## src/rtl/ex_mem_skid.sv

```systemverilog
// Execute-to-memory pipeline register with a 2-entry skid buffer and a forwarding tap on the head entry.
// Optional stall-cycle counter on stall_cnt_o when EX_MEM_PERF_EN is defined.
module ex_mem_skid #(
  parameter int REG_ADDR_W = 5,
  parameter int DATA_W     = 32,
  parameter int PC_W       = 32
) (
  input  logic                  clk,
  input  logic                  rst,
  input  logic                  flush_i,
  input  logic                  ex_inst_valid_i,
  output logic                  ex_ready_o,
  input  logic [REG_ADDR_W-1:0] ex_wd_i,
  input  logic                  ex_wreg_i,
  input  logic [DATA_W-1:0]     ex_wdata_i,
  input  logic [PC_W-1:0]       ex_inst_pc_i,
  output logic                  mem_inst_valid_o,
  input  logic                  mem_ready_i,
  output logic [REG_ADDR_W-1:0] mem_wd_o,
  output logic                  mem_wreg_o,
  output logic [DATA_W-1:0]     mem_wdata_o,
  output logic [PC_W-1:0]       mem_inst_pc_o,
  output logic                  fwd_wreg_o,
  output logic [REG_ADDR_W-1:0] fwd_wd_o,
  output logic [DATA_W-1:0]     fwd_wdata_o
`ifdef EX_MEM_PERF_EN
  ,
  output logic [31:0]           stall_cnt_o
`endif
);

  typedef enum logic [1:0] {
    EMPTY = 2'd0,
    ONE   = 2'd1,
    FULL  = 2'd2
  } state_t;

  typedef struct packed {
    logic [REG_ADDR_W-1:0] wd;
    logic                  wreg;
    logic [DATA_W-1:0]     wdata;
    logic [PC_W-1:0]       pc;
  } entry_t;

  state_t state_reg;
  entry_t main_reg;
  entry_t skid_reg;
  entry_t in_entry;
  logic   main_valid;
  logic   in_fire;
  logic   out_fire;

  assign ex_ready_o = (state_reg != FULL);
  assign main_valid = (state_reg != EMPTY);
  assign in_fire    = ex_inst_valid_i & ex_ready_o & ~rst;
  assign out_fire   = main_valid & mem_ready_i;

  // Register 0 is hardwired, so a write to it is never allowed to propagate.
  assign in_entry.wd    = ex_wd_i;
  assign in_entry.wreg  = ex_wreg_i & (ex_wd_i != '0);
  assign in_entry.wdata = ex_wdata_i;
  assign in_entry.pc    = ex_inst_pc_i;

  always_ff @(posedge clk) begin
    if (rst || flush_i) begin
      state_reg <= EMPTY;
      main_reg  <= '0;
      skid_reg  <= '0;
    end else begin
      case (state_reg)
        EMPTY: begin
          if (in_fire) begin
            main_reg  <= in_entry;
            state_reg <= ONE;
          end
        end
        ONE: begin
          if (in_fire && out_fire) begin
            main_reg <= in_entry;
          end else if (in_fire) begin
            skid_reg  <= in_entry;
            state_reg <= FULL;
          end else if (out_fire) begin
            main_reg  <= '0;
            state_reg <= EMPTY;
          end
        end
        FULL: begin
          // ex_ready_o is low here, so only a drain can happen.
          if (out_fire) begin
            main_reg  <= skid_reg;
            skid_reg  <= '0;
            state_reg <= ONE;
          end
        end
        default: begin
          state_reg <= EMPTY;
          main_reg  <= '0;
          skid_reg  <= '0;
        end
      endcase
    end
  end

  assign mem_inst_valid_o = main_valid;
  assign mem_wd_o         = main_valid ? main_reg.wd    : '0;
  assign mem_wreg_o       = main_reg.wreg & main_valid;
  assign mem_wdata_o      = main_valid ? main_reg.wdata : '0;
  assign mem_inst_pc_o    = main_valid ? main_reg.pc    : '0;

  // Only the head is forwarded; the skid entry is covered by decode stalling on ex_ready_o.
  assign fwd_wreg_o  = mem_wreg_o;
  assign fwd_wd_o    = mem_wd_o;
  assign fwd_wdata_o = mem_wdata_o;

`ifdef EX_MEM_PERF_EN
  logic [31:0] stall_cnt_reg;

  always_ff @(posedge clk) begin
    if (rst) begin
      stall_cnt_reg <= '0;
    end else if (main_valid && !mem_ready_i) begin
      stall_cnt_reg <= stall_cnt_reg + 32'd1;
    end
  end

  assign stall_cnt_o = stall_cnt_reg;
`endif

endmodule

```

## config.mk

```make
export PLATFORM = sky130hd
export DESIGN_NAME = ex_mem_skid
export DESIGN_NICKNAME = d
export VERILOG_FILES = /design/src/rtl/ex_mem_skid.sv
export SDC_FILE = /design/constraint.sdc
export NUM_CORES = 1
export LEC_CHECK = 0
export BUFFER_PORTS_ARGS = -buffer_cell sky130_fd_sc_hd__buf_2
export CORE_ASPECT_RATIO = 1.4
export CORE_UTILIZATION = 58
export CTS_CLUSTER_SIZE = 12
export DETAILED_ROUTE_END_ITERATION = 7
export PLACE_DENSITY = 0.86
export SLEW_MARGIN = 15
export SYNTH_ARGS = -nofsm -noshare
export SYNTH_HDL_FRONTEND = slang
export SYNTH_SLANG_ARGS = --single-unit
```

## constraint.sdc

```tcl
create_clock -name clk -period 3.3 [get_ports clk]
set_input_delay 0.165 -clock clk [delete_from_list [all_inputs] [get_ports clk]]
set_output_delay 0.165 -clock clk [all_outputs]
set_load 0.1 [all_outputs]
```

==> results by stage <==
CTS:
- After clock tree synthesis, the clock-pin slew on the worst setup and hold paths is 0.06 ns.
- The total number of clock tree sinks is 142.
- Hold repair after CTS inserted 0 buffers.
- After clock tree synthesis, the repair step resized 0 gates.
- No sink is reached through more buffers than the 2 on the longest clock path.
- Counting the buffers created by CTS gives 17.
- The clock latency on the worst-skew pair is 0.42 ns.
- The TritonCTS clock tree is built.
- The H-tree depth is 4.
- The post-CTS setup-driven buffer insertion count is 0.
- The root buffer cell chosen for the clock tree is clkbuf_16.

Timing:
- The transition at the pin with the smallest max-transition slack is 0.867 ns.
- Setup total negative slack on the finished layout was measured at 0 ns.
- Setup violations remaining at the end of the flow were counted as 0.
- The final hold violation count is 0.
- The hold slack is 0.0207 ns.
- After layout, the minimum clock period comes to 2.75 ns.
- The maximum achievable frequency is 0.364 GHz.
- The post-route clock skew is 0.00568 ns.
- The number of max-slew violations in the final report came to 0.
- The worst slew margin relative to its limit is 0.422.
- The final worst-path cycle share is 0.833.
- Setup repair after global routing left no endpoint under its margin.

Power:
- The power density normalized to cell area is 490 nW/um^2.
- VDD sags by at most 407 uV.
- Summed over all cells, the static leakage comes to 3.23 nW.
- Power comes to 4.14 mW.

Layout:
- Of the cells placed in the final design, the portion with a size suffix greater than 1 is 0.249.
- In the final layout, the multi-input gates occupy 3740 sq um.
- The leading cell type in the layout, fill and taps excluded is buf_2.
- The number of standard cells in the final layout excluding fillers is 1,112.
- In the layout the commonest cells are buf_2 (184), dfxtp_1 (140), a21oi_1 (73), nor2_1 (71), nand2_1 (71).
- After the last flow step, the layout net total stands at 1,022.
- The layout filler cell count is 1,002.
- The area occupied by registers is 2850 sq um.
- The layout-stage area growth over the synthesis result is 16.0%.

Yosys:
- The number of register bits inferred by synthesis is 142.
- The register area share after synthesis is 0.390.
- The cell count after synthesis is 858.
- Synthesis produced a netlist with a net count of 933.
- The netlist uses 36 different library cells.
- The number of flops mapped to enable cells by yosys is 0.
- The share of synthesized area in the top cell type comes to 0.390.
- After synthesis, the mean cell area works out to 8.49 sq um.
- During synthesis, Yosys emitted a total of 0 warnings.
- The flip-flop cell with the highest count after synthesis is dfxtp_1.
- Yosys attributes the largest share of cell area to dfxtp_1 (39%), mux2i_1 (9.6%), o2bb2ai_1 (8.3%).
- The mapped netlist covers 7290 sq um.
- Of all cell types, the one taking the most synthesized area is dfxtp_1.
- Of all flip-flops after synthesis, the portion carrying an async set or reset was 0.

Global route:
- The number of antenna violations at the first check in global routing is 3.
- Across every metal layer, demand over resource in global routing totals 0.272.
- The aggregate global routing overflow is 0.
- Entering global routing, the biggest net connects 143 pins.
- The number of global-route vias before repair is 5,958.
- The first-pass GRT wire length is 28,900 um.

Min path:
- The path with the worst hold slack has its endpoint at skid_reg[1]$_SDFFE_PP0P_.
- The worst hold path begins at ex_inst_pc_i[1].
- The class of the worst hold path is in2reg.
- The worst hold path passes through 3 cells.

Detailed routing:
- The detailed-router iteration count before antenna repair is 6.
- The detailed router finished its first iteration with 425 violations.
- The average detailed-routed wire length per instance is 16.5 um.
- The wire length after detailed routing is 18,300 um.
- The final routed DRC violation total is 0.
- In the routed layout, each cell is associated on average with a via count of 5.89.
- The number of nets with antenna violations after detailed routing is 0.
- The via count of the routed design is 6,555.

Floorplanning:
- Measured along the y axis, the die boundary spans 135 um.
- The region available for standard cell placement spans 12,300 sq um.
- From left edge to right edge, the die measures 96.7 um.
- The initial utilization of the core area, before any placement, comes to 0.592.
- The number of top-level pins is 185.
- The die covers 13,000 sq um.
- After floorplanning, the core was divided into 48 placement rows.

Critical path:
- The arrival time at the worst endpoint is 2.58 ns.
- The start-to-end type of the worst setup path is reg2out.
- For flop-to-flop paths, the worst setup slack is 0.98 ns.
- The startpoint of the lowest-slack register-to-register path is state_reg[0]$_SDFFE_PP0P_.
- For this run, the slowest stage of the critical path takes 0.75 ns.
- STA classifies the critical path startpoint as a register.
- The worst setup path is captured at an output port.
- The endpoint of the worst-slack reg-to-reg timing path is main_reg[40]$_SDFFE_PP0P_.
- The cell count of the worst reg-to-reg path is 5.
- Traced cell by cell, the critical path runs through or2_2, buf_12, and2_1, buf_2.
- At the worst endpoint, the required time is 3.13 ns.
- In this run the worst path has a maximum fanout of 56.
- On the critical path, the stage with the largest delay is an instance of dfxtp_4.

Flow run:
- Max-cap violations in this run came to 0.

Run status:
- The run finished with clean final reports.

Placed design:
- Detailed placement finished with a half-perimeter wire length of 11,000 um.
- The total placed cells including tap cells is 1,078.
- Port buffering added 184 buffers.
- The weighted congestion at the end of routability-driven global placement is 0.793.
==> cell type report <==
class                      count  area share
inverter                       2    0.000888
antenna                        3    0.000888
multi-input combinational    585       0.442
clock inverter                 5     0.00592
clock buffer                  26      0.0640
timing repair buffer         199       0.127
tap                          150      0.0222
sequential                   142       0.337
==> synthesized netlist by cell type, drive strengths merged (2+ instances only) <==
cell	n
mux2i	70
clkbuf	49
buf	80
o22a	2
nor2	71
and2	70
nand3	69
o2bb2ai	69
a21oi	73
dfxtp	142
nand2	71
inv	2
or2	2
a22oi	69
nor3b	2
==> where the power goes <==
group	internal, mW	switching (mW)	leakage, nW
Clock	1.19	0.696	0.297
Combinational	0.152	0.332	1.78
Sequential	1.74	0.0265	1.15
==> kinds of logic after synthesis <==
logic type / count (synthesis) / synth area share
flip-flops: 142 / 0.390
buffers and inverters: 131 / 0.103
AND/OR/NAND/NOR: 293 / 0.193
AO/OA/AOI/OAI: 222 / 0.218
multiplexers: 70 / 0.0962
==> how the worst max path moves through the flow <==
stage / start / to / slack [ns] / cells after the start
final: state_reg[0]$_SDFFE_PP0P_ / fwd_wdata_o[13] / 0.55 / 4
after global routing: state_reg[0]$_SDFFE_PP0P_ / fwd_wdata_o[29] / 0.38 / 4
after CTS: state_reg[0]$_SDFFE_PP0P_ / fwd_wdata_o[13] / 0.52 / 4
after detailed placement: state_reg[0]$_SDFFE_PP0P_ / fwd_wdata_o[13] / 0.96 / 4
after global placement: state_reg[0]$_SDFFE_PP0P_ / mem_wd_o[1] / 1.05 / 4
after floorplan: state_reg[1]$_SDFFE_PP0P_ / mem_inst_pc_o[22] / 0.50 / 5
==> critical path, delay by kind of cell (launching register included) <==
family                 cells  cell delay [ns]
buffers and inverters      2             0.67
DFF                        1             0.75
and+or+nand+nor            2             0.74
==> through the flow <==
stage | util | area (sq um) | worst slack (ns)
floorplan | - | 7290 | 0.497
global placement | 0.638 | 7850 | 1.05
detailed placement | 0.638 | 7850 | 0.963
CTS | 0.686 | 8440 | 0.517
global route | 0.686 | 8450 | 0.379
finish | 0.686 | 8450 | 0.552
==> metal layers <==
layer / track usage / up-vias / share of wire / routed length, um
met5: 0 / - / 0 / 0
li1: - / 3188 / - / -
met2: 0.460 / 240 / 0.51 / 9310
met3: 0.0502 / 41 / 0.053 / 973
met1: 0.329 / 3086 / 0.41 / 7560
met4: 0.143 / 0 / 0.028 / 507
(Power assumes the default switching activity.)
